<file path="config.mk">
export PLATFORM = sky130hd
export DESIGN_NAME = datapath_run_ctrl_flat
export DESIGN_NICKNAME = d
export VERILOG_FILES = /design/src/rtl/datapath_run_pkg.sv /design/src/rtl/datapath_run_ctrl_if.sv /design/src/rtl/run_trace_buf.sv /design/src/rtl/datapath_run_ctrl.sv /design/src/flat_wrapper.sv
export SDC_FILE = /design/constraint.sdc
export NUM_CORES = 1
export LEC_CHECK = 0
export CELL_PAD_IN_SITES_DETAIL_PLACEMENT = 1
export CELL_PAD_IN_SITES_GLOBAL_PLACEMENT = 1
export CORE_ASPECT_RATIO = 1.25
export CORE_MARGIN = 2
export CORE_UTILIZATION = 34
export DETAILED_ROUTE_END_ITERATION = 16
export PLACE_DENSITY_LB_ADDON = 0.1
export SETUP_SLACK_MARGIN = 0.5
export SYNTH_ARGS = -nofsm -noshare
export SYNTH_HDL_FRONTEND = slang
export SYNTH_SLANG_ARGS = --single-unit
</file>
<file path="constraint.sdc">
create_clock -name Clk -period 4.5 [get_ports Clk]
set_input_delay 0.675 -clock Clk [delete_from_list [all_inputs] [get_ports Clk]]
set_output_delay 0.675 -clock Clk [all_outputs]
set_load 0.1 [all_outputs]
</file>
<file path="src/rtl/datapath_run_pkg.sv">
// Shared types for the Datapath run controller: FSM state encoding and the
// width helper for a {PC, Reg_Write} trace entry.
package datapath_run_pkg;

  typedef enum logic [1:0] {
    ST_IDLE = 2'd0,
    ST_HOLD = 2'd1,
    ST_RUN  = 2'd2,
    ST_DONE = 2'd3
  } run_state_e;

  localparam int RUN_IDX_W = 8;

  function automatic int trace_w(input int pc_w, input int data_w);
    return pc_w + data_w;
  endfunction

endpackage

</file>
<file path="src/rtl/datapath_run_ctrl_if.sv">
// Control/observe bundle between the run controller (slave) and whoever
// drives Start/Abort and feeds the Datapath PC and write-back data (master).
interface datapath_run_ctrl_if
  import datapath_run_pkg::*;
#(
  parameter int PC_W        = 32,
  parameter int DATA_W      = 32,
  parameter int CNT_W       = 16,
  parameter int TRACE_DEPTH = 16
);
  localparam int TRACE_W = trace_w(PC_W, DATA_W);
  localparam int TA_W    = $clog2(TRACE_DEPTH);

  logic                 Start;
  logic                 Abort;
  logic [PC_W-1:0]      PC_Counter;
  logic [DATA_W-1:0]    Reg_Write;
  logic                 Dp_Reset;
  logic                 Busy;
  logic                 Done;
  logic                 Halted;
  logic [CNT_W-1:0]     Cycle_Count;
  logic [RUN_IDX_W-1:0] Run_Index;
  logic [TA_W-1:0]      Trace_Rd_Addr;
  logic [TRACE_W-1:0]   Trace_Rd_Data;
  logic [TA_W:0]        Trace_Count;

  modport master (
    output Start, Abort, PC_Counter, Reg_Write, Trace_Rd_Addr,
    input  Dp_Reset, Busy, Done, Halted, Cycle_Count, Run_Index,
           Trace_Rd_Data, Trace_Count
  );

  modport slave (
    input  Start, Abort, PC_Counter, Reg_Write, Trace_Rd_Addr,
    output Dp_Reset, Busy, Done, Halted, Cycle_Count, Run_Index,
           Trace_Rd_Data, Trace_Count
  );

endinterface

</file>
<file path="src/rtl/run_trace_buf.sv">
// Circular trace of the newest DEPTH entries with a saturating fill count;
// reads are relative to the oldest valid entry.
module run_trace_buf #(
  parameter int   W     = 64,
  parameter int   DEPTH = 16,
  localparam int  AW    = $clog2(DEPTH)
) (
  input  logic          clk,
  input  logic          rst_n,
  input  logic          clr_i,
  input  logic          wr_en_i,
  input  logic [W-1:0]  wr_data_i,
  input  logic [AW-1:0] rd_addr_i,
  output logic [W-1:0]  rd_data_o,
  output logic [AW:0]   count_o
);

  localparam logic [AW:0] FULL_CNT = (AW+1)'(DEPTH);

  logic [W-1:0]  mem_q [DEPTH];
  logic [AW-1:0] wr_ptr_q;
  logic [AW:0]   count_q;
  logic          full;
  logic [AW-1:0] oldest;

  assign full   = (count_q == FULL_CNT);
  assign oldest = full ? wr_ptr_q : '0;

  // NOTE: the storage array has no reset; count_q alone decides which entries are valid.
  always_ff @(posedge clk) begin
    if (wr_en_i) mem_q[wr_ptr_q] <= wr_data_i;
  end

  always_ff @(posedge clk or negedge rst_n) begin
    if (!rst_n) begin
      wr_ptr_q <= '0;
      count_q  <= '0;
    end else if (clr_i) begin
      wr_ptr_q <= '0;
      count_q  <= '0;
    end else if (wr_en_i) begin
      wr_ptr_q <= wr_ptr_q + AW'(1);
      if (!full) count_q <= count_q + (AW+1)'(1);
    end
  end

  // Power-of-two depth lets the pointer add wrap on its own.
  assign rd_data_o = mem_q[oldest + rd_addr_i];
  assign count_o   = count_q;

endmodule

</file>
<file path="src/rtl/datapath_run_ctrl.sv">
// Run controller for the MIPS Datapath: reset hold, run until PC halt or budget
// timeout, optional back-to-back runs. Optional trace under DP_RUN_TRACE_EN.
module datapath_run_ctrl
  import datapath_run_pkg::*;
#(
  parameter int PC_W           = 32,
  parameter int DATA_W         = 32,
  parameter int CNT_W          = 16,
  parameter int HOLD_CYCLES    = 5,
  parameter int MAX_RUN_CYCLES = 135,
  parameter int HALT_STABLE    = 4,
  parameter int RUNS           = 1,
  parameter int TRACE_DEPTH    = 16
) (
  input logic                Clk,
  input logic                Reset,
  datapath_run_ctrl_if.slave bus
);

  localparam int TRACE_W = trace_w(PC_W, DATA_W);
  localparam int TA_W    = $clog2(TRACE_DEPTH);
  localparam int HC_W    = $clog2(HOLD_CYCLES + 1);
  localparam int HS_W    = $clog2(HALT_STABLE + 1);

  localparam logic [HC_W-1:0]      HOLD_LAST   = HC_W'(HOLD_CYCLES - 1);
  localparam logic [HS_W-1:0]      STABLE_LAST = HS_W'(HALT_STABLE - 1);
  localparam logic [CNT_W-1:0]     CNT_SAT     = {CNT_W{1'b1}};
  localparam logic [CNT_W-1:0]     RUN_LIMIT   = CNT_W'(MAX_RUN_CYCLES);
  localparam logic [RUN_IDX_W-1:0] RUN_LAST    = RUN_IDX_W'(RUNS - 1);

  run_state_e           state_q;
  logic                 dp_reset_q;
  logic                 busy_q;
  logic                 done_q;
  logic                 halted_q;
  logic [CNT_W-1:0]     cycle_cnt_q;
  logic [RUN_IDX_W-1:0] run_idx_q;
  logic [HC_W-1:0]      hold_cnt_q;
  logic [PC_W-1:0]      pc_prev_q;
  logic                 prev_valid_q;
  logic [HS_W-1:0]      stable_q;

  logic [CNT_W-1:0] cnt_inc;
  logic             pc_same;
  logic             halt_hit;
  logic             timeout_hit;

  assign cnt_inc     = (cycle_cnt_q == CNT_SAT) ? cycle_cnt_q : cycle_cnt_q + CNT_W'(1);
  // The first RUN cycle has no previous PC, so it can never count as stable.
  assign pc_same     = prev_valid_q && (bus.PC_Counter == pc_prev_q);
  assign halt_hit    = pc_same && (stable_q == STABLE_LAST);
  assign timeout_hit = (cnt_inc == RUN_LIMIT);

  // NOTE: all state and registered outputs use non-blocking assignments so every
  // branch sees the pre-edge values regardless of statement order.
  always_ff @(posedge Clk or negedge Reset) begin
    if (!Reset) begin
      state_q      <= ST_IDLE;
      dp_reset_q   <= 1'b1;
      busy_q       <= 1'b0;
      done_q       <= 1'b0;
      halted_q     <= 1'b0;
      cycle_cnt_q  <= '0;
      run_idx_q    <= '0;
      hold_cnt_q   <= '0;
      pc_prev_q    <= '0;
      prev_valid_q <= 1'b0;
      stable_q     <= '0;
    end else if (bus.Abort && (state_q != ST_IDLE)) begin
      state_q    <= ST_IDLE;
      dp_reset_q <= 1'b1;
      busy_q     <= 1'b0;
      done_q     <= 1'b0;
    end else begin
      done_q <= 1'b0;
      unique case (state_q)
        ST_IDLE: begin
          if (bus.Start) begin
            state_q     <= ST_HOLD;
            busy_q      <= 1'b1;
            cycle_cnt_q <= '0;
            run_idx_q   <= '0;
            halted_q    <= 1'b0;
            hold_cnt_q  <= '0;
          end
        end
        ST_HOLD: begin
          if (hold_cnt_q == HOLD_LAST) begin
            state_q      <= ST_RUN;
            dp_reset_q   <= 1'b0;
            prev_valid_q <= 1'b0;
            stable_q     <= '0;
          end else begin
            hold_cnt_q <= hold_cnt_q + HC_W'(1);
          end
        end
        ST_RUN: begin
          cycle_cnt_q  <= cnt_inc;
          pc_prev_q    <= bus.PC_Counter;
          prev_valid_q <= 1'b1;
          stable_q     <= pc_same ? stable_q + HS_W'(1) : '0;
          if (halt_hit || timeout_hit) begin
            halted_q   <= halt_hit;
            dp_reset_q <= 1'b1;
            if (run_idx_q < RUN_LAST) begin
              run_idx_q   <= run_idx_q + RUN_IDX_W'(1);
              cycle_cnt_q <= '0;
              hold_cnt_q  <= '0;
              state_q     <= ST_HOLD;
            end else begin
              state_q <= ST_DONE;
              busy_q  <= 1'b0;
              done_q  <= 1'b1;
            end
          end
        end
        ST_DONE: state_q <= ST_IDLE;
        default: state_q <= ST_IDLE;
      endcase
    end
  end

  assign bus.Dp_Reset    = dp_reset_q;
  assign bus.Busy        = busy_q;
  assign bus.Done        = done_q;
  assign bus.Halted      = halted_q;
  assign bus.Cycle_Count = cycle_cnt_q;
  assign bus.Run_Index   = run_idx_q;

`ifdef DP_RUN_TRACE_EN
  logic trace_clr;
  logic trace_we;

  assign trace_clr = (state_q == ST_IDLE) && bus.Start;
  assign trace_we  = (state_q == ST_RUN) && !bus.Abort && !pc_same;

  run_trace_buf #(
    .W     (TRACE_W),
    .DEPTH (TRACE_DEPTH)
  ) u_trace (
    .clk       (Clk),
    .rst_n     (Reset),
    .clr_i     (trace_clr),
    .wr_en_i   (trace_we),
    .wr_data_i ({bus.PC_Counter, bus.Reg_Write}),
    .rd_addr_i (bus.Trace_Rd_Addr),
    .rd_data_o (bus.Trace_Rd_Data),
    .count_o   (bus.Trace_Count)
  );
`else
  logic unused_trace;

  assign unused_trace      = ^{bus.Trace_Rd_Addr, bus.Reg_Write};
  assign bus.Trace_Rd_Data = {TRACE_W{1'b0}};
  assign bus.Trace_Count   = {(TA_W + 1){1'b0}};
`endif

endmodule

</file>
<file path="src/flat_wrapper.sv">
// flat-port wrapper written by rule: the top's interface ports become plain ports
module datapath_run_ctrl_flat import datapath_run_pkg::*;
#(
  parameter int PC_W           = 32,
  parameter int DATA_W         = 32,
  parameter int CNT_W          = 16,
  parameter int HOLD_CYCLES    = 5,
  parameter int MAX_RUN_CYCLES = 135,
  parameter int HALT_STABLE    = 4,
  parameter int RUNS           = 1,
  parameter int TRACE_DEPTH    = 16
)
  (Clk, Reset, bus_Start, bus_Abort, bus_PC_Counter, bus_Reg_Write, bus_Trace_Rd_Addr, bus_Dp_Reset, bus_Busy, bus_Done, bus_Halted, bus_Cycle_Count, bus_Run_Index, bus_Trace_Rd_Data, bus_Trace_Count);
  datapath_run_ctrl_if #(.PC_W(PC_W), .DATA_W(DATA_W), .CNT_W(CNT_W), .TRACE_DEPTH(TRACE_DEPTH)) bus_i ();
  input logic Clk;
  input logic Reset;
  input wire logic [$bits(bus_i.Start)-1:0] bus_Start;
  input wire logic [$bits(bus_i.Abort)-1:0] bus_Abort;
  input wire logic [$bits(bus_i.PC_Counter)-1:0] bus_PC_Counter;
  input wire logic [$bits(bus_i.Reg_Write)-1:0] bus_Reg_Write;
  input wire logic [$bits(bus_i.Trace_Rd_Addr)-1:0] bus_Trace_Rd_Addr;
  output wire logic [$bits(bus_i.Dp_Reset)-1:0] bus_Dp_Reset;
  output wire logic [$bits(bus_i.Busy)-1:0] bus_Busy;
  output wire logic [$bits(bus_i.Done)-1:0] bus_Done;
  output wire logic [$bits(bus_i.Halted)-1:0] bus_Halted;
  output wire logic [$bits(bus_i.Cycle_Count)-1:0] bus_Cycle_Count;
  output wire logic [$bits(bus_i.Run_Index)-1:0] bus_Run_Index;
  output wire logic [$bits(bus_i.Trace_Rd_Data)-1:0] bus_Trace_Rd_Data;
  output wire logic [$bits(bus_i.Trace_Count)-1:0] bus_Trace_Count;
  assign bus_i.Start = bus_Start;
  assign bus_i.Abort = bus_Abort;
  assign bus_i.PC_Counter = bus_PC_Counter;
  assign bus_i.Reg_Write = bus_Reg_Write;
  assign bus_i.Trace_Rd_Addr = bus_Trace_Rd_Addr;
  assign bus_Dp_Reset = bus_i.Dp_Reset;
  assign bus_Busy = bus_i.Busy;
  assign bus_Done = bus_i.Done;
  assign bus_Halted = bus_i.Halted;
  assign bus_Cycle_Count = bus_i.Cycle_Count;
  assign bus_Run_Index = bus_i.Run_Index;
  assign bus_Trace_Rd_Data = bus_i.Trace_Rd_Data;
  assign bus_Trace_Count = bus_i.Trace_Count;
  datapath_run_ctrl #(.PC_W(PC_W), .DATA_W(DATA_W), .CNT_W(CNT_W), .HOLD_CYCLES(HOLD_CYCLES), .MAX_RUN_CYCLES(MAX_RUN_CYCLES), .HALT_STABLE(HALT_STABLE), .RUNS(RUNS), .TRACE_DEPTH(TRACE_DEPTH)) u_core (.Clk(Clk), .Reset(Reset), .bus(bus_i));
endmodule
</file>
=== After elaboration in Yosys (flattened, before gate mapping) ===
Index checks and enable logic that the tools add are counted.

* Register bits after elaboration: 69
* Bits of input ports: 72
* Output and inout port bits: 97
* Logic and storage cells: 94

* Add/subtract/negate cells: 4
* Order comparisons: 1
* Equal/unequal tests: 17
* Mux-type cells: 40
* Bitwise gates (word level): 1
* Reductions and logical operators: 20

{| class="wikitable"
|+ Operators with widths
! cell !! number
|-
| 16-bit 2-to-1 mux || 4
|-
| 32-bit equality test || 1
|-
| 16-bit case mux with 2 select lines || 1
|-
| 8-bit 2-to-1 mux || 3
|-
| 3-bit 2-to-1 mux || 6
|-
| 16-bit by 1-bit adder with 16-bit output, second input constant || 1
|-
| 16-bit equality test, second input constant || 1
|-
| 16-bit by 8-bit equality test with 1-bit output, second input constant || 1
|-
| 8-bit case mux with 2 select lines || 1
|-
| 1-bit 2-to-1 mux || 13
|-
| 3-bit AND reduction || 4
|-
| 2-bit 2-to-1 mux || 5
|-
| 3-bit case mux with 3 select lines || 1
|-
| 3-bit nonzero test || 3
|-
| 8-bit by 1-bit adder with 8-bit output, second input constant || 1
|-
| 8-bit by 1-bit less-than comparator with 1-bit output, second input constant || 1
|-
| 1-bit case mux with 2 select lines || 4
|-
| 2-bit case mux with 4 select lines || 1
|-
| 4-bit AND reduction || 2
|-
| 3-bit by 1-bit adder with 3-bit output, second input constant || 2
|-
| 2-bit by 1-bit != test with 1-bit output, second input constant || 3
|-
| 3-bit by 1-bit != test with 1-bit output, second input constant || 2
|-
| 3-bit by 2-bit != test with 1-bit output, second input constant || 2
|-
| 3-bit case mux with 2 select lines || 1
|-
| 13 further kinds || 19
|}

=== Depth between registers and ports, before layout ===
Gate-level depths: netlist (run 1).

* Depth in word-level cells: 7
* Gate-level depth with buffers: 10
* Mapped depth without buffers: 9

=== Worst setup path before layout (run 1) ===
OpenSTA, ideal clock, no wires.

* Path type: register to register
* From: register u_core.cycle_cnt_q[0], in the netlist u_core.bus.Cycle_Count[0]
* To: register u_core.busy_q, in the netlist u_core.bus.Busy
* Setup time: 0.130 ns
* Arrival time: 3.276 ns
* Data required time: 4.370 ns
* Setup slack: 1.094 ns
* Stages on the path, launching flop included: 11
* Buffers on the path: 2
* Period minus slack after synthesis: 3.406 ns
* Cells stage by stage: dfrtp_1 -> ha_1 -> clkbuf_2 -> nand3_1 -> or4_1 -> buf_2 -> a311oi_1 -> a31oi_1 -> or4_1 -> a32oi_1 -> o22ai_1

* Cells in the longest elaborated chain, start to end: 6
* Elaborated cells between the ends (all ways): 7
* Those cells by class: 1 x add/sub; 3 x eq/ne; 1 x mux; 2 x reduce/logical

{| class="wikitable"
|+ Ends and longest elaborated chain
! element !! line !! RTL
|-
| from (decl) || datapath_run_ctrl.sv:36 || <nowiki>logic [CNT_W-1:0] cycle_cnt_q;</nowiki>
|-
| from (signal assigned) || datapath_run_ctrl.sv:98 || <nowiki>cycle_cnt_q <= cnt_inc;</nowiki>
|-
| 16-bit by 1-bit adder with 16-bit output or 16-bit equality test (tied branches) || datapath_run_ctrl.sv:48 || <nowiki>assign cnt_inc = (cycle_cnt_q == CNT_SAT) ? cycle_cnt_q : cycle_cnt_q + CNT_W'(1);</nowiki>
|-
| 16-bit 2-to-1 mux (*) || datapath_run_ctrl.sv:48 ||
|-
| 16-bit by 8-bit equality test with 1-bit output (*) || datapath_run_ctrl.sv:52 || <nowiki>assign timeout_hit = (cnt_inc == RUN_LIMIT);</nowiki>
|-
| 1-bit logical OR (*) || datapath_run_ctrl.sv:102 || <nowiki>if (halt_hit || timeout_hit) begin</nowiki>
|-
| 3-bit by 1-bit != test with 1-bit output (no source line) (*) || -- ||
|-
| 4-bit AND reduction (no source line) (*) || -- ||
|-
| to (signal assigned) || datapath_run_ctrl.sv:60 || <nowiki>busy_q <= 1'b0;</nowiki>
|-
| to (signal assigned) || datapath_run_ctrl.sv:72 || <nowiki>busy_q <= 1'b0;</nowiki>
|-
| to (signal assigned) || datapath_run_ctrl.sv:112 || <nowiki>busy_q <= 1'b0;</nowiki>
|-
| to (decl) || datapath_run_ctrl.sv:33 || <nowiki>logic busy_q;</nowiki>
|}

Every way passes the cells marked *; elsewhere a longest branch is shown, timed or not.
A chain may end at the register's enable or synchronous reset.

=== Worst setup path in the final report (run 1) ===
* From: register u_core.cycle_cnt_q[0], in the netlist u_core.bus.Cycle_Count[0]
* To: register u_core.state_q[1]

* Cells in the longest elaborated chain, start to end: 6
* Elaborated cells between the ends (all ways): 7
* Those cells by class: 1 x add/sub; 3 x eq/ne; 1 x mux; 2 x reduce/logical

{| class="wikitable"
|+ Ends and longest elaborated chain
! element !! line !! RTL
|-
| 16-bit by 1-bit adder with 16-bit output or 16-bit equality test (tied branches) || datapath_run_ctrl.sv:48 ||
|-
| 16-bit 2-to-1 mux (*) || datapath_run_ctrl.sv:48 ||
|-
| 16-bit by 8-bit equality test with 1-bit output (*) || datapath_run_ctrl.sv:52 ||
|-
| 1-bit logical OR (*) || datapath_run_ctrl.sv:102 ||
|-
| 3-bit by 1-bit != test with 1-bit output (no source line) (*) || -- ||
|-
| 3-bit AND reduction (no source line) (*) || -- ||
|-
| to (signal assigned) || datapath_run_ctrl.sv:58 || <nowiki>state_q <= ST_IDLE;</nowiki>
|-
| to (signal assigned) || datapath_run_ctrl.sv:109 || <nowiki>state_q <= ST_HOLD;</nowiki>
|-
| to (signal assigned) || datapath_run_ctrl.sv:111 || <nowiki>state_q <= ST_DONE;</nowiki>
|-
| to (decl) || datapath_run_ctrl.sv:31 || <nowiki>run_state_e state_q;</nowiki>
|}

Marked as above.

==> metrics, run 1 <==
Seq pwr share=0.322; Synth Warn #=0; commonest non-fill, non-tap cell in the layout=conb_1; unrepaired setup endpoints after global routing=false; Worst VDD drop=0.219 mV; flops & latches, synth=between 60 and 70; final net count=around 560; Worst Path Required=4750 ps; status=finished, final reports clean; row cnt=44; most common flop cell mapped by yosys=dfrtp_1; initial drt markers=87; Root Driver=clkbuf_16; CP Class=register to register; Post-synth EDFFs=0; Max-slew headroom=0.161; post-CTS setup buffer count=0; PortBufs=between 50 and 60; Final HPWL DP=6980 µm; Startpoint Class=register; Worst Skew=~5.8 ps; worst-path fanout max=9; Seq/Total Area, Yosys=0.382; Period minus WS final=~3200 ps; Post-CTS Resized=0; pre-CTS setup slack=1300 ps; Tcrit/Tclk final=0.717; Post-Syn Instances=~420; Internal=between 1500 and 2000 µW; first-pass GRT wire length=around 15000 µm; core area=between 10000 and 15000 µm²; WL/cell=15.0 µm; Synth cell types=slightly below 50; die area=between 10000 and 15000 µm²; measured slew at the worst slew-check pin=approximately 1200 ps; footprint of the multi-input gates=between 2000 and 2500 µm²; H-Tree Depth=3; final setup violation count=0; router iterations before antenna repair=4; CTS clock-pin slew for the worst setup and hold paths=60 ps; total track usage=0.150; DR vias/cell=around 4.8; Sink Count=about 60; switching pwr=1150 µW; commonest cells after routing, fill and taps aside=conb_1 (77), dfrtp_1 (60), clkdlybuf4s50_1 (54); post-route DRC violation count=0; Clock Tree Buf Depth=2; leakage power=slightly above 0.002 µW; Fin. Hold Viols=0; Routed WL=between 9000 and 10000 µm; Setup TNS=0 ps; die width=101 µm; vias in the first global route=3001; Antenna Cells=0; sequential cell area=1530 µm²; min-delay worst type=input pin to async pin; switch share=0.424; Setup crit end kind=register; Layout area overhead=17.2%; PwrDens=roughly 580 nW/µm²; Synth Cell Area=around 4000 µm²; pin count of the biggest net entering global routing=36; total CTS buffers=9; vias=2974; Combinational Power Share=0.422; Fill cells=~1400; Clock Latency Late Sink=roughly 320 ps; critical path data arrival time=approximately 3500 ps; Synth Area per Inst=between 9 and 10 µm²; fmax=slightly above 300 MHz; Slew Viols, Final=0; maxcap violations=0; async set or reset register ratio after synthesis=1.00; Clock power frac=0.256; CTS tree=done; Initial Util=0.346; CTS Hold Buffers Added=0; antenna violations before repair=0; PnR worst setup slack=1280 ps; GPL Wtd Cong=between 0.7 and 0.8; Final ANT Viol Nets=0; die span in y=125 µm; GRT overflow=0; fraction of layout cells with a size suffix above 1=0.122; Boundary Pins=between 150 and 200
## power groups by stage
| stage | clock network (µW) | registers, µW | logic (µW) |
|---|---|---|---|
| after global routing | 740 | 903 | 1250 |
| final | 693 | 874 | 1150 |
| after global placement | 0 | 871 | 1130 |
| after detailed placement | 0 | 886 | 1160 |
| after floorplan | 0 | 964 | 881 |
| after CTS | 717 | 877 | 1160 |
## cells by family (layout without fill, tap and decap cells)
kind of cell | Yosys count | count (layout) | synth area share
xor gates and xnor gates | 33 | 33 | 0.0723
DFF | 61 | 61 | 0.382
muxes | 31 | 31 | 0.0870
other | 1 | 77 | 0.000938
buffers and inverters | 108 | 90 | 0.175
adders and majority gates | 10 | 10 | 0.0313
and+or+nand+nor | 101 | 101 | 0.130
AOI/OAI and AO/OA | 79 | 79 | 0.121
## final cells by class
class | count | area share
clock buffer | 10 | 0.0510
clock inverter | 6 | 0.0134
inverter | 16 | 0.0128
multi-input combinational | 331 | 0.439
sequential | 61 | 0.326
tap | 138 | 0.0368
timing repair buffer | 58 | 0.121
## worst paths after layout
check                                                from              endpoint  slack [ps]  cells after the start
worst max register to register  u_core.bus.Cycle_Count[0]     u_core.state_q[1]        1280                      8
min in group Clk                      u_core.prev_valid_q   u_core.prev_valid_q         500                      2
worst max-delay path            u_core.bus.Cycle_Count[0]     u_core.state_q[1]        1280                      8
worst min register to register        u_core.prev_valid_q   u_core.prev_valid_q         500                      2
max in group asynchronous                           Reset  u_core.pc_prev_q[22]        3220                      2
worst min-delay path                                Reset     u_core.state_q[1]         380                      1
## Yosys cell counts (5+ instances only)
cell type / count / share of area
xor2_1: 28 / 0.061
nor4_1: 11 / 0.017
nor3_1: 5 / 0.0063
nand2_1: 37 / 0.035
clkbuf_1: 10 / 0.0094
mux2_2: 30 / 0.084
nand3_1: 9 / 0.011
a31oi_1: 8 / 0.013
xnor2_1: 5 / 0.011
nand4_1: 5 / 0.0078
inv_1: 16 / 0.015
a21oi_1: 18 / 0.023
or4_1: 5 / 0.0094
ha_1: 10 / 0.031
dfrtp_1: 60 / 0.38
o21ai_0: 31 / 0.039
nor2_1: 11 / 0.010
buf_4: 77 / 0.14
## critical path, cell delays in order (launching register included)
cell,delay (ps)
dfrtp_1,460
ha_1,410
nand3_1,240
or4_1,710
a311oi_1,320
a31oi_1,100
o41ai_2,470
o211a_1,240
mux2i_1,200
## sequential cells by signal, summed over array words and instances, names as in the netlist
name,cells
u_core.bus.Busy,1
u_core.bus.Dp_Reset,1
u_core.stable_q,3
u_core.pc_prev_q,32
u_core.prev_valid_q,1
u_core.bus.Done,1
u_core.state_q,2
u_core.bus.Halted,1
u_core.bus.Cycle_Count,16
u_core.hold_cnt_q,3
## per-stage QoR
stage / cell area (µm²) / power [µW] / hold slack (ps) / instances / util
2_1_floorplan: 4280 / 1850 / 379 / 500 / -
3_3_place_gp: 4380 / 2000 / 471 / 604 / 0.379
3_5_place_dp: 4380 / 2040 / 491 / 604 / 0.379
4_1_cts: 4690 / 2750 / 399 / 620 / 0.405
5_1_grt: 4690 / 2900 / 429 / 620 / 0.405
6_report: 4690 / 2710 / 377 / 620 / 0.405
## metal layers
metal | vias up | global-route usage | routed length [µm]
met5 | - | 0 | 0
met4 | 0 | 0.0437 | 58
met3 | 6 | 0.0347 | 467
met2 | 83 | 0.269 | 4960
met1 | 1453 | 0.177 | 3780
li1 | 1432 | - | -
No activity file was read; power rests on OpenSTA's default activity.
==> inputs of run 2 (changes only) <==
- CORE_UTILIZATION: 34 -> 32
- clock period: 4.5 -> 3.4 ns (I/O delays scaled with it)
==> run 2 against run 1 <==
Effect of this change: sequential share of layout area decreased by 0.26 points; largest power group unchanged; critical path depth did not move; core utilization down 0.99 points; wire length decreased by 0.14%; non-clock buffer count up 3; highest routed layer unchanged.
==> metrics, run 2 (synthesis results as in run 1) <==
Crit path max-delay family=compound AO/OA/AOI/OAI gates; antenna violations before repair=0; initial drt markers=69; fraction of layout cells with a size suffix above 1=0.167; Max-slew headroom=0.353; Largest register FFs=32; final net count=approximately 560; Final ANT Viol Nets=0; total track usage=0.142; critical path data arrival time=about 3000 ps; Biggest register=u_core.pc_prev_q; commonest non-fill, non-tap cell in the layout=conb_1; first-pass GRT wire length=between 15000 and 20000 µm; status=finished, final reports clean; Slew Viols, Final=0; Buf/Inv on CP=0; commonest cells after routing, fill and taps aside=conb_1 (77), clkdlybuf4s50_1 (53), dfrtp_1 (44); H-Tree Depth=3; core area=12200 µm²; CP max-delay cell=or4_1; post-route DRC violation count=0; Antenna Cells=0; Critical Path Max Stage Delay=between 500 and 600 ps; leakage power=slightly above 0.002 µW; GPL Wtd Cong=0.779; DR vias/cell=approximately 4.6; total CTS buffers=9; Worst R2R Start=u_core.bus.Cycle_Count[0]; Tcrit/Tclk final=0.797; Period minus WS final=approximately 2700 ps; die span in y=129 µm; CTS clock-pin slew for the worst setup and hold paths=approximately 50 ps; row cnt=45; R2R setup slack=about 690 ps; CP Class=register to register; Boundary Pins=approximately 170; vias in the first global route=between 3000 and 4000; die area=approximately 13000 µm²; Sink Count=61; Startpoint Class=register; Initial Util=0.329; pin count of the biggest net entering global routing=62; PwrDens=about 760 nW/µm²; PortBufs=55; WL/cell=14.3 µm; router iterations before antenna repair=5; die width=between 100 and 150 µm; Clock Tree Buf Depth=2; fmax=369 MHz; CP startpoint=u_core.bus.Cycle_Count[0]; Worst VDD drop=around 0.37 mV; unrepaired setup endpoints after global routing=false; Setup TNS=0 ps; Final HPWL DP=~7000 µm; Worst Skew=between 4 and 5 ps; final setup violation count=0; measured slew at the worst slew-check pin=just under 1000 ps; vias=slightly below 3000; Setup crit end kind=register; maxcap violations=0; Fin. Hold Viols=0; CTS tree=done; worst-case hold slack=about 370 ps; Critical Path, Cell by Cell=ha_1 -> nand3_2 -> or4_1 -> a311oi_1 -> a31oi_1 -> o41ai_2 -> o211a_1 -> mux2i_1; min-delay worst type=input pin to async pin; Layout area overhead=20.2%; Routed WL=a little over 9000 µm; worst-path fanout max=7; Root Driver=clkbuf_16; Worst Path Required=between 3000 and 4000 ps; GRT overflow=0; Clock Latency Late Sink=roughly 330 ps
[run 2: changes by cell type in the layout (fill, tap and decap cells not counted), moves of 3 or more]
cell / delta
dfrtp_4: +3
clkinvlp_4: -3
buf_4: +4
dfrtp_2: +13
dfrtp_1: -16
[run 2: worst paths after layout]
check,endpoint,cells past startpoint
max in group asynchronous,u_core.bus.Cycle_Count[2],2
min,u_core.hold_cnt_q[0],2
max,u_core.state_q[1],8
min reg2reg,u_core.prev_valid_q,2
max reg2reg,u_core.state_q[1],8
min in group Clk,u_core.prev_valid_q,2
[run 2: stage by stage]
step	area, µm²	power [µW]	instances	setup WS [ps]	utilization
CTS	4800	3740	649	642	0.394
finish	4810	3680	649	691	0.395
floorplan	4320	2450	500	503	-
detailed placement	4470	2700	633	312	0.367
global placement	4470	2660	633	467	0.367
global route	4810	3910	649	530	0.395
[run 2: repair_timing]
action                                  in CTS  in global routing
gates resized for setup                      0                  2
endpoints found under the setup margin       0                  1
setup buffers                                0                  0
hold endpoints to repair                     0                  0
hold buffers                                 0                  0
[run 2: cell type report]
| cell class | count | area, µm² |
|---|---|---|
| well taps | 164 | 205 |
| multi-input cells | 331 | 2070 |
| clock inverters | 4 | 70.1 |
| inverters | 16 | 60.1 |
| repair buffers | 61 | 588 |
| clock buffers | 12 | 256 |
| fillers | 1432 | 7350 |
| flip-flops and latches | 61 | 1560 |
[run 2: per-layer routing]
layer | part of all wire | global-route usage
met5 | 0 | 0
met4 | 0.012 | 0.0501
met3 | 0.050 | 0.0365
met2 | 0.53 | 0.260
met1 | 0.41 | 0.160
[run 2: where the power goes]
part / switching (µW) / internal [µW] / leakage, µW
Combinational: 1010 / 508 / 0.00117
Clock: 322 / 679 / 0.000163
Sequential: 174 / 986 / 0.000746
Total: 1500 / 2170 / 0.00208
==> inputs of run 3 (changes only) <==
- clock period: 3.4 -> 2.75 ns (I/O delays scaled with it)
==> run 3 against run 2 <==
Effect of this change: via count up 8.0%; cell count is 5.4% higher; maximum frequency rose by 11%; wire length is 12% higher; combinational power up 30%; critical endpoint is now u_core.bus.Busy; largest cell class unchanged; highest routed layer unchanged.
==> metrics, run 3 (synthesis results as in run 1) <==
Fin. Hold Viols=0; Setup TNS=0 ps; worst-case hold slack=roughly 210 ps; fmax=409 MHz; CP Class=register to register; Max-slew headroom=0.415; Startpoint Class=register; status=finished, final reports clean; commonest non-fill, non-tap cell in the layout=conb_1; total track usage=0.157; Clock Tree Buf Depth=2; Worst Path Required=approximately 3000 ps; PwrDens=roughly 880 nW/µm²; Final ANT Viol Nets=0; Slew Viols, Final=0; first-pass GRT wire length=around 17000 µm; PnR worst setup slack=between 300 and 400 ps; Worst R2R Start=u_core.bus.Cycle_Count[0]; vias in the first global route=around 3400; highest metal used=met4; GRT overflow=0; die width=104 µm; Met1 Wirelength=3940 µm; post-route DRC violation count=0; row cnt=45; critical path data arrival time=around 2700 ps; WL met2=about 5500 µm; Worst VDD drop=about 0.41 mV; Routed WL=roughly 10000 µm; worst-path fanout max=3; Initial Util=0.329; WL/cell=between 15 and 20 µm; router iterations before antenna repair=4; total CTS buffers=9; final net count=597; Largest register FFs=32; die area=13400 µm²; Boundary Pins=~170; Tcrit/Tclk final=0.889; min-delay worst type=input pin to async pin; H-Tree Depth=3; CTS tree=done; Power, Total=between 4000 and 5000 µW; Period minus WS final=between 2000 and 2500 ps; CP startpoint=u_core.bus.Cycle_Count[0]; pin count of the biggest net entering global routing=36; Final Cell Area=5270 µm²; leakage power=0.00233 µW; met3 wire len=629 µm; commonest cells after routing, fill and taps aside=conb_1 (77), buf_4 (60), dfrtp_1 (44); final setup violation count=0; Layout area overhead=31.8%; GPL Wtd Cong=about 0.79; DR vias/cell=about 4.7; Clock Latency Late Sink=between 300 and 400 ps; Biggest register=u_core.pc_prev_q; core area=roughly 12000 µm²; Root Driver=clkbuf_16; pre-CTS setup slack=-92.9 ps; PortBufs=55; Worst Skew=between 4 and 5 ps; Sink Count=a little over 60; Final HPWL DP=between 7000 and 8000 µm; Antenna Cells=0; measured slew at the worst slew-check pin=877 ps; DP Area=approximately 4600 µm²; Setup crit end kind=register; fraction of layout cells with a size suffix above 1=0.304; CTS clock-pin slew for the worst setup and hold paths=roughly 60 ps; initial drt markers=121; vias=3221; die span in y=129 µm; CTS Hold Buffers Added=0; unrepaired setup endpoints after global routing=true; antenna violations before repair=0; maxcap violations=0
[run 3: changes by cell type in the layout (fill, tap and decap cells not counted), moves of 4 or more]
cell and delta:
buf_4 +53, clkdlybuf4s50_1 -23, dfrtp_2 -7, dfrtp_4 +7, or4_1 -5, or4_4 +5
dlygate4sd2_1 +4
[run 3: path summary, 6_finish.rpt]
| kind | endpoint | cells after the start | slack [ps] |
|---|---|---|---|
| max | u_core.bus.Busy | 8 | 300 |
| min | u_core.bus.Cycle_Count[9] | 1 | 210 |
| max reg2reg | u_core.bus.Busy | 8 | 300 |
| min reg2reg | u_core.prev_valid_q | 2 | 490 |
| max in group asynchronous | u_core.bus.Dp_Reset | 2 | 1850 |
| min in group Clk | u_core.pc_prev_q[9] | 2 | 490 |
[run 3: cell type report]
class | count | area (µm²)
Clock buffer | 13 | 260
Tap cell | 164 | 205
Inverter | 16 | 60.1
Multi-Input combinational cell | 331 | 2290
Sequential cell | 61 | 1570
Fill cell | 1453 | 6890
Clock inverter | 3 | 67.6
Timing Repair Buffer | 96 | 811
[run 3: repair_timing]
| item | CTS | global route |
|---|---|---|
| setup buffers | 18 | 0 |
| endpoints found under the setup margin | 7 | 43 |
| hold endpoints to repair | 0 | 0 |
| resized for setup | 36 | 5 |
| pin swaps | 14 | 1 |
[run 3: per-layer routing]
layer  vias to the layer above  global-route usage
li1                       1510                   -
met1                      1586               0.167
met2                       101               0.289
met3                        24              0.0441
met4                         0              0.0755
met5                         -                   0
[run 3: power by group]
part / internal [µW] / switching [µW]
Sequential: 1220 / 214
Combinational: 683 / 1290
Clock: 844 / 413
[run 3: critical path, cell delays in order, from the launching register on]
cell	delay, ps
dfrtp_4	430
ha_4	160
nand3_4	70
or4_4	520
a311oi_4	260
a31oi_4	80
or4_4	550
a32oi_1	160
o22ai_1	80
[run 3: metrics by stage]
stage,utilization,instances
after floorplan,-,500
after global placement,0.378,650
after detailed placement,0.378,650
after CTS,0.432,684
after global routing,0.433,684
final,0.433,684
